<file path="src/rtl/xgriscv_mdu_pkg.sv">
// ============================================================================
// xgriscv_mdu_pkg : shared encodings for the RV32M multiply/divide unit
// Revision 1.0 - initial release
// ============================================================================
`default_nettype none

package xgriscv_mdu_pkg;

   typedef enum logic [1:0] {
      MDU_IDLE = 2'd0,
      MDU_DIV  = 2'd1,
      MDU_FIN  = 2'd2,
      MDU_DONE = 2'd3
   } mdu_state_e;

   localparam logic [2:0] FUNCT3_MUL    = 3'b000;
   localparam logic [2:0] FUNCT3_MULH   = 3'b001;
   localparam logic [2:0] FUNCT3_MULHSU = 3'b010;
   localparam logic [2:0] FUNCT3_MULHU  = 3'b011;
   localparam logic [2:0] FUNCT3_DIV    = 3'b100;
   localparam logic [2:0] FUNCT3_DIVU   = 3'b101;
   localparam logic [2:0] FUNCT3_REM    = 3'b110;
   localparam logic [2:0] FUNCT3_REMU   = 3'b111;

endpackage

`default_nettype wire

</file>
<file path="src/rtl/xgriscv_mdu_divider.sv">
// ============================================================================
// xgriscv_mdu_divider : unsigned restoring divider, one quotient bit per step
// Revision 1.0 - initial release
// ============================================================================
`default_nettype none

module xgriscv_mdu_divider #(
   parameter int XLEN = 32
) (
   input  logic            clk,
   input  logic            rstn,
   input  logic            i_load,
   input  logic            i_step,
   input  logic [XLEN-1:0] i_dividend,
   input  logic [XLEN-1:0] i_divisor,
   output logic [XLEN-1:0] o_quotient,
   output logic [XLEN-1:0] o_remainder,
   output logic            o_last
);

   localparam int              CNT_W  = $clog2(XLEN);
   localparam logic [CNT_W-1:0] c_LAST = CNT_W'(XLEN - 1);

   logic [XLEN-1:0]  r_div;
   logic [XLEN-1:0]  r_rem;
   logic [XLEN-1:0]  r_quo;
   logic [CNT_W-1:0] r_cnt;

   logic [XLEN:0]    w_shift;
   logic [XLEN:0]    w_diff;
   logic             w_ge;

   // The dividend shifts out of r_quo MSB-first while quotient bits shift in.
   assign w_shift = {r_rem, r_quo[XLEN-1]};
   assign w_diff  = w_shift - {1'b0, r_div};
   assign w_ge    = ~w_diff[XLEN];

   always_ff @(posedge clk or negedge rstn) begin
      if (!rstn) begin
         r_div <= '0;
         r_rem <= '0;
         r_quo <= '0;
         r_cnt <= '0;
      end else if (i_load) begin
         r_div <= i_divisor;
         r_rem <= '0;
         r_quo <= i_dividend;
         r_cnt <= '0;
      end else if (i_step) begin
         r_rem <= w_ge ? w_diff[XLEN-1:0] : w_shift[XLEN-1:0];
         r_quo <= {r_quo[XLEN-2:0], w_ge};
         r_cnt <= r_cnt + CNT_W'(1);
      end
   end

   assign o_quotient  = r_quo;
   assign o_remainder = r_rem;
   assign o_last      = (r_cnt == c_LAST);

endmodule

`default_nettype wire

</file>
<file path="src/rtl/xgriscv_mdu.sv">
// ============================================================================
// xgriscv_mdu : iterative RV32M multiply/divide unit with register write-back
// Revision 1.0 - initial release
// ============================================================================
`default_nettype none

module xgriscv_mdu
   import xgriscv_mdu_pkg::*;
#(
   parameter int XLEN        = 32,
   parameter int RFIDX_WIDTH = 5
) (
   input  logic                   clk,
   input  logic                   rstn,
   input  logic                   start,
   input  logic                   flush,
   input  logic [2:0]             funct3,
   input  logic [XLEN-1:0]        rs1_data,
   input  logic [XLEN-1:0]        rs2_data,
   input  logic [RFIDX_WIDTH-1:0] rd_idx,
   output logic                   busy,
   output logic                   done,
   output logic [XLEN-1:0]        result,
   output logic [RFIDX_WIDTH-1:0] wb_rd,
   output logic                   wb_en
);

   mdu_state_e             r_state;
   mdu_state_e             w_state_nxt;
   logic [XLEN-1:0]        r_result;
   logic [RFIDX_WIDTH-1:0] r_wb_rd;
   logic [RFIDX_WIDTH-1:0] r_rd;
   logic                   r_is_rem;
   logic                   r_neg_q;
   logic                   r_neg_r;

   logic w_accept, w_is_mul, w_is_div, w_div_signed, w_is_rem;
   logic w_div0, w_ovf, w_fast;
   logic w_a_sx, w_b_sx;
   logic [XLEN-1:0]   w_a_mag, w_b_mag, w_quo, w_rem, w_fast_res, w_fin_res;
   logic [XLEN:0]     w_a33, w_b33;
   logic [2*XLEN-1:0] w_a_ext, w_b_ext, w_prod;
   logic              w_last;

   assign w_accept     = (r_state == MDU_IDLE) && start && !flush;
   assign w_is_mul     = funct3 inside {FUNCT3_MUL, FUNCT3_MULH, FUNCT3_MULHSU, FUNCT3_MULHU};
   assign w_is_div     = funct3 inside {FUNCT3_DIV, FUNCT3_DIVU, FUNCT3_REM, FUNCT3_REMU};
   assign w_div_signed = funct3 inside {FUNCT3_DIV, FUNCT3_REM};
   assign w_is_rem     = funct3 inside {FUNCT3_REM, FUNCT3_REMU};
   assign w_div0       = (rs2_data == '0);
   assign w_ovf        = w_div_signed && (rs1_data == {1'b1, {(XLEN-1){1'b0}}}) && (rs2_data == '1);
   assign w_fast       = w_is_mul || w_div0 || w_ovf;

   // Low product bits are sign-agnostic, so only the high-half ops steer extension.
   assign w_a_sx  = (funct3 inside {FUNCT3_MULH, FUNCT3_MULHSU}) && rs1_data[XLEN-1];
   assign w_b_sx  = (funct3 == FUNCT3_MULH) && rs2_data[XLEN-1];
   assign w_a33   = {w_a_sx, rs1_data};
   assign w_b33   = {w_b_sx, rs2_data};
   assign w_a_ext = {{(XLEN-1){w_a33[XLEN]}}, w_a33};
   assign w_b_ext = {{(XLEN-1){w_b33[XLEN]}}, w_b33};
   assign w_prod  = w_a_ext * w_b_ext;

   assign w_a_mag = (w_div_signed && rs1_data[XLEN-1]) ? -rs1_data : rs1_data;
   assign w_b_mag = (w_div_signed && rs2_data[XLEN-1]) ? -rs2_data : rs2_data;

   always_comb begin
      w_fast_res = '0;
      if (w_is_mul)
         w_fast_res = (funct3 == FUNCT3_MUL) ? w_prod[XLEN-1:0] : w_prod[2*XLEN-1:XLEN];
      else if (w_div0)
         w_fast_res = w_is_rem ? rs1_data : '1;
      else
         w_fast_res = w_is_rem ? '0 : rs1_data;
   end

   xgriscv_mdu_divider #(.XLEN(XLEN)) u_divider (
      .clk         (clk),
      .rstn        (rstn),
      .i_load      (w_accept && w_is_div && !w_fast),
      .i_step      (r_state == MDU_DIV),
      .i_dividend  (w_a_mag),
      .i_divisor   (w_b_mag),
      .o_quotient  (w_quo),
      .o_remainder (w_rem),
      .o_last      (w_last)
   );

   assign w_fin_res = r_is_rem ? (r_neg_r ? -w_rem : w_rem)
                               : (r_neg_q ? -w_quo : w_quo);

   always_comb begin
      w_state_nxt = r_state;
      case (r_state)
         MDU_IDLE: if (w_accept) w_state_nxt = w_fast ? MDU_DONE : MDU_DIV;
         MDU_DIV:  if (flush) w_state_nxt = MDU_IDLE;
                   else if (w_last) w_state_nxt = MDU_FIN;
         MDU_FIN:  w_state_nxt = flush ? MDU_IDLE : MDU_DONE;
         default:  w_state_nxt = MDU_IDLE;
      endcase
   end

   always_ff @(posedge clk or negedge rstn) begin
      if (!rstn) begin
         r_state  <= MDU_IDLE;
         r_result <= '0;
         r_wb_rd  <= '0;
         r_rd     <= '0;
         r_is_rem <= 1'b0;
         r_neg_q  <= 1'b0;
         r_neg_r  <= 1'b0;
      end else begin
         r_state <= w_state_nxt;
         if (w_accept) begin
            r_rd     <= rd_idx;
            r_is_rem <= w_is_rem;
            r_neg_q  <= w_div_signed && (rs1_data[XLEN-1] ^ rs2_data[XLEN-1]);
            r_neg_r  <= w_div_signed && rs1_data[XLEN-1];
            if (w_fast) begin
               r_result <= w_fast_res;
               r_wb_rd  <= rd_idx;
            end
         end
         // Write-back registers only change when an op commits.
         if (r_state == MDU_FIN && !flush) begin
            r_result <= w_fin_res;
            r_wb_rd  <= r_rd;
         end
      end
   end

   assign busy   = (r_state != MDU_IDLE);
   assign done   = (r_state == MDU_DONE);
   assign result = r_result;
   assign wb_rd  = r_wb_rd;
   assign wb_en  = done && (r_wb_rd != '0);

endmodule

`default_nettype wire

</file>
<file path="config.mk">
export PLATFORM = sky130hd
export DESIGN_NAME = xgriscv_mdu
export DESIGN_NICKNAME = d
export VERILOG_FILES = /design/src/rtl/xgriscv_mdu_pkg.sv /design/src/rtl/xgriscv_mdu_divider.sv /design/src/rtl/xgriscv_mdu.sv
export SDC_FILE = /design/constraint.sdc
export NUM_CORES = 2
export LEC_CHECK = 0
export ABC_AREA = 1
export ABC_CLOCK_PERIOD_IN_PS = 7500
export CAP_MARGIN = 20
export CORE_MARGIN = 3
export CORE_UTILIZATION = 40
export CTS_CLUSTER_SIZE = 28
export DETAILED_ROUTE_END_ITERATION = 8
export MAX_ROUTING_LAYER = met4
export SETUP_SLACK_MARGIN = 0.2
export SLEW_MARGIN = 15
export SYNTH_ARGS = -nofsm -noshare
export SYNTH_HDL_FRONTEND = slang
export SYNTH_SLANG_ARGS = --single-unit
</file>
<file path="constraint.sdc">
create_clock -name clk -period 7.5 [get_ports clk]
set_clock_uncertainty 0.1 [all_clocks]
set_input_delay 1.5 -clock clk [delete_from_list [all_inputs] [get_ports clk]]
set_output_delay 1.5 -clock clk [all_outputs]
set_load 0.01 [all_outputs]
</file>
# Word level (Yosys, flattened, before mapping)
# Cells that the tools add are included.
dict set report classes {
  n_addsub 6
  multipliers 1
  div 0
  magnitude_cmp 0
  eq_ne 15
  shifts 0
  n_mux 29
  bitwise 2
  n_reduce_logical 32
}
# op n
set ops {}
lappend ops {{32-bit 2-to-1 mux} 18}
lappend ops {{32-bit negation} 4}
lappend ops {{32-bit equality test (second input constant)} 2}
lappend ops {{33-bit by 33-bit multiplier with 64-bit output} 1}
lappend ops {{33-bit by 32-bit subtractor with 33-bit output} 1}
lappend ops {{32-bit logical NOT} 1}
lappend ops {{5-bit 2-to-1 mux} 5}
lappend ops {{2-bit nonzero test} 7}
lappend ops {{1-bit logical AND} 13}
lappend ops {{3-bit equality test (second input constant)} 4}
lappend ops {{2-bit 2-to-1 mux} 5}
lappend ops {{4-bit nonzero test} 2}
lappend ops {{3-bit by 2-bit equality test with 1-bit output (second input constant)} 2}
lappend ops {{2-bit one-hot mux with 3 select lines} 1}
lappend ops {{5-bit by 1-bit adder with 5-bit output (second input constant)} 1}
lappend ops {{5-bit equality test (second input constant)} 1}
lappend ops {{5-bit nonzero test} 1}
lappend ops {{2-bit equality test (second input constant)} 2}
lappend ops {{2-bit AND reduction} 2}
lappend ops {{3-bit by 1-bit equality test with 1-bit output (second input constant)} 1}
lappend ops {{3-bit logical NOT} 1}
lappend ops {{3-bit inequality test (second input constant)} 1}
lappend ops {{2-bit by 1-bit equality test with 1-bit output (second input constant)} 1}
lappend ops {{1-bit logical NOT} 2}
lappend ops {{5 further kinds} 6}
dict set report totals {
  register_bits 148
  latchBits 0
  ram_bits 0
  mem_bits_ro 0
  inputBits 76
  output_inout_bits 40
  memories 0
}

# Depth between registers and ports, before layout
dict set report depth {
  word_depth 9
  depth_mapped 41
}

# By module
# Synthesis repeated with hierarchy kept, for this count alone.
dict set report hier_totals {
  hier_cells 7381
  area_unflattened_um2 54054.3
}
# mod instances cells_each area_per_inst_um2 seq_area_each_um2
set modules_own_cells {}
lappend modules_own_cells {xgriscv_mdu 1 6305 46870.0 1176.1}
lappend modules_own_cells {xgriscv_mdu_divider 1 1076 7184.4 2527.4}

# Least setup slack after synthesis
# Ideal clock, no wire load.
dict set report synth_path {
  path_kind {in2reg}
  start {in funct3[2]}
  end {reg r_result[23], in the netlist result[23]}
  setup_time_ps 116
  arrival_ps 8985
  required_time_ps 7284
  slack_ps -1701
  path_stages 36
  path_buffers 1
  cell_sequence {inv_1 > nand3_1 > nand2_1 > nand2_1 > clkbuf_1 > nor2_1 > fa_1 > inv_1 > fa_1 > inv_1 > fa_1 > inv_1 > fa_1 > inv_1 > fa_1 > fa_1 > fa_1 > inv_1 > fa_1 > inv_1 > ha_1 > nand2_1 > nor2_1 > inv_1 > nor2_1 > nand2_1 > nor3_1 > nand2_1 > nand3_1 > nand2_1 > nand3_1 > nand2_1 > nand2_1 > nand2_1 > nand2_1 > nand2_1}
}
dict set report synth_between {
  elab_chain_cells 9
  word_cells_on_any_way 28
}
# item line
set synth_lines {}
lappend synth_lines {{start, declared} xgriscv_mdu.sv:17} ;# input logic [2:0] funct3,
lappend synth_lines {{3-bit by 1-bit equality test with 1-bit output or 3-bit by 2-bit equality test with 1-bit output (tied branches)} {xgriscv_mdu.sv:46, xgriscv_mdu.sv:55, xgriscv_mdu.sv:56}}
lappend synth_lines {{2-bit nonzero test} xgriscv_mdu.sv:55} ;# assign w_a_sx = (funct3 inside {FUNCT3_MULH, FUNCT3_MULHSU}) && rs1_data[XLEN-1];
lappend synth_lines {{1-bit logical AND} xgriscv_mdu.sv:55}
lappend synth_lines {{33-bit by 33-bit multiplier with 64-bit output} xgriscv_mdu.sv:61} ;# assign w_prod = w_a_ext * w_b_ext;
lappend synth_lines {{32-bit 2-to-1 mux} xgriscv_mdu.sv:69} ;# w_fast_res = (funct3 == FUNCT3_MUL) ? w_prod[XLEN-1:0] : w_prod[2*XLEN-1:XLEN];
lappend synth_lines {{32-bit 2-to-1 mux} xgriscv_mdu.sv:68} ;# if (w_is_mul)
lappend synth_lines {{32-bit 2-to-1 mux} xgriscv_mdu.sv:118} ;# if (w_fast) begin
lappend synth_lines {{32-bit 2-to-1 mux} xgriscv_mdu.sv:113} ;# if (w_accept) begin
lappend synth_lines {{32-bit 2-to-1 mux} xgriscv_mdu.sv:124} ;# if (r_state == MDU_FIN && !flush) begin
lappend synth_lines {{end signal, assigned} xgriscv_mdu.sv:119} ;# r_result <= w_fast_res;
lappend synth_lines {{end signal, assigned} xgriscv_mdu.sv:125} ;# r_result <= w_fin_res;
lappend synth_lines {{end, declared} xgriscv_mdu.sv:30} ;# logic [XLEN-1:0] r_result;
# Several ways; a longest one is shown, not always the timed one. The select of a mux whose other input is x is not followed.
# A chain may end at the register's enable or synchronous reset.

# Worst setup path in the final report
dict set report layout_path {
  start {in funct3[2]}
  end {reg r_result[19], in the netlist result[19]}
}
# The elaborated chain is that of the path after synthesis.

==> summary.md <==
| Metric | Value |
|---|---|
| Outcome | finished with violations |
| Failing checks | negative setup slack |
| Die height | 369 µm |
| Synth cell types | 54 |
| Worst path arrival time | 8560 ps |
| Reg2Reg Depth | 8 |
| Clock root cell | clkbuf_16 |
| Met2 wire length | 90700 µm |
| Initial antenna violation count | 9 |
| Number of remaining DRC errors | 0 |
| Endpoint class of the critical path | flop |
| Met1 WL | 78500 µm |
| Type of the worst setup path | in2reg |
| Yosys reg bits | 148 |
| Post-synth top area cell | fa_1 |
| Vias in the first global route | 49433 |
| Nets | 9012 |
| Top layer in use | met4 |
| DR vias | 47555 |
| Final Cycle Share | 111% |
| Grt total ovfl | 0 |
| Fillers | 12832 |
| Layout area overhead | 21.1% |
| R2R Path End | result[2]$_DFFE_PN0P_ |
| EDFF count, synth | 0 |
| # rows | 132 |
| Max-Cap Viols | 0 |
| FF/Latch Area | 0.00370 mm² |
| Max H-tree Level | 4 |
| Max-slew violations | 0 |
| Detailed Route WL | 189000 µm |
| Cells after synthesis | 7064 |
| Mapped cell area | 0.0526 mm² |
| FMAX | 0.120 GHz |
| Die width | 369 µm |
| Hold path endpoint | result[0]$_DFFE_PN0P_ |
| Tightest Pin Transition | 977 ps |
| Final Critical Period | 8310 ps |
| Final cell count without fillers | 9321 |
| Dominant synthesized flop cell | dfrtp_1 |
| Vias/cell | 5.10 |
| Syn nets | 8518 |
| Worst relative slew slack | 34.7% |
| Worst r2r src | r_state[0]$_DFFE_PN0P_ |
| RSZ-0062 raised after global routing | true |
| Clk buf depth | 2 |
| Layout cells sized above 1 | 17.1% |
| Clk Latency, worst-skew pair | 460 ps |
| Worst min-delay path category | reg2reg |
| Drt first-iter violations | 4203 |
| Hold_buf cts | 0 |
| CP Launch Type | input pin |
| Hold Vio Cnt, Final | 0 |
| Sequential fraction of the synthesis area | 7.04% |
| Pin count of the biggest net entering global routing | 64 |
| R2r setup slk | 3850 ps |
| Worst Path Max Fanout | 7 |
| Hpwl dp | 161000 µm |
| Starting Density | 40.4% |
| Most used cell, CP | nand2_1 |
| Placed cell count | 9224 |
| Syn_area_per_cell | 7.45 µm² |
| Final setup fails | 32 |
| Port bufs | 115 |
| Clock slew at reported path FFs | 80 ps |
| Full die area | 0.136 mm² |
| CORE AREA | 0.130 mm² |
| DR WL/cell | 20.2 µm |
| Overall Global Routing Usage | 29.0% |
| # IOs | 116 |
| Critical path data required time | 7750 ps |
| Synth warn | 0 |
| Drt pass-1 iters | 6 |
| Slowest cell on the critical path | fa_2 |
| Top cells by area, synth | fa_1, nand2_1, inv_1, dfrtp_1, ha_1 |
| Worst Hold Launch | result[0]$_DFFE_PN0P_ |
| Routability cong. | 1.05 |
| Num CTS Buffers | 17 |
| Sink Count | 148 |
| Setup ws final | -809 ps |
| Hold depth | 2 |
| WL met3 | 11600 µm |
| CTS tree | yes |
| Ys async rst share | 100% |
| First-pass GRT wire length | 294000 µm |
| Crit path largest cell delay | 590 ps |
| Post-synth top area share | 42.8% |
| Area of the multi-input gates | 0.0431 mm² |
| DRT antenna net count | 0 |
## layer usage
layer  vias to the layer above  GRT usage (%)
met3                       290           3.44
met1                     24167           37.9
met2                      1574           47.4
met4                         0           9.11
met5                         -              -
li1                      21524              -
## cells by family (layout without fill, tap and decap cells)
logic type	Yosys count	after routing	share of synthesized area, %
simple gates	2652	2652	20.0
buf+inv	2166	2673	15.6
fa+ha+maj	1410	1410	49.4
compound gates	584	584	6.16
flops	148	148	7.04
xor+xnor	104	104	1.73
other cells	0	8	0
## how the worst max path moves through the flow
stage	startpoint	to	depth (start not counted)
after floorplan	funct3[2]	result[29]$_DFFE_PN0P_	36
after CTS	funct3[2]	result[26]$_DFFE_PN0P_	36
after detailed placement	funct3[2]	result[16]$_DFFE_PN0P_	37
after global placement	funct3[0]	result[26]$_DFFE_PN0P_	37
final	funct3[2]	result[19]$_DFFE_PN0P_	38
after global routing	funct3[2]	result[29]$_DFFE_PN0P_	37
## layout make-up
type                    count  area share, %
multi-input cells        4750           67.6
repair buffers            817           11.4
inverters                1824           10.8
flip-flops and latches    148           5.81
well taps                1742           3.42
clock buffers              19          0.695
clock inverters            13          0.196
diodes                      8         0.0314
## flip-flops by register name (all words and copies together), names as in the netlist
name / cells
r_is_rem: 1
u_divider.o_quotient: 32
r_neg_q: 1
u_divider.o_remainder: 32
u_divider.r_div: 32
result: 32
u_divider.r_cnt: 5
r_rd: 5
r_state: 2
r_neg_r: 1
wb_rd: 5
## through the flow
stage	utilization, %	hold WS, ps	worst slack, ps	setup TNS [ps]	instance area [µm²]
2_1_floorplan	-	349	-1060	-21410	53500
3_3_place_gp	46.4	363	-2000	-56840	60300
3_5_place_dp	46.4	371	-2090	-59160	60300
4_1_cts	47.8	385	-746	-20160	62200
5_1_grt	49.0	403	-1030	-29130	63700
6_report	49.0	390	-809	-20380	63700
## cell usage after synthesis, drive strengths merged (34+ instances only)
| library cell | n |
|---|---|
| nor3 | 46 |
| xnor2 | 34 |
| buf | 177 |
| a21oi | 222 |
| ha | 252 |
| nand4 | 38 |
| nand3 | 223 |
| nand2 | 1919 |
| xor2 | 70 |
| inv | 1819 |
| dfrtp | 148 |
| fa | 1126 |
| o21ai | 247 |
| nor2 | 388 |
| clkbuf | 165 |
## worst max-delay path, delay by kind of cell
kind | cells | cell delay (ps)
AND/OR/NAND/NOR | 15 | 1270
adder cells (fa/ha/maj) | 9 | 4550
buffers and inverters | 13 | 1170
AO/OA/AOI/OAI | 1 | 70
## layout by cell type, fill, tap and decap left out, drive strengths merged, types with 5 or more instances in the layout
master	count
a21oi	222
a31oi	16
fa	1126
o21bai	16
nand3b	9
clkinv	7
o21ai	247
or2	11
buf	747
xnor2	34
nand2	1919
xor2	70
nand4	38
a21o	10
ha	252
nor4	12
dfrtp	148
o211ai	19
nand3	223
clkdlybuf4s50	47
o221ai	27
o21a	5
clkinvlp	8
diode	8
nor3	46
inv	1821
clkbuf	34
maj3	32
nor2	388
## repair_timing
item                                    in CTS  in global routing
gates resized for setup                    337                381
buffers inserted                            27                 25
cloned                                       3                  2
endpoints found under the setup margin      32                 32
pin swaps                                   92                128
Power is not shown: default switching activity piles up to over one toggle a cycle in this logic, so the estimate is an artifact.
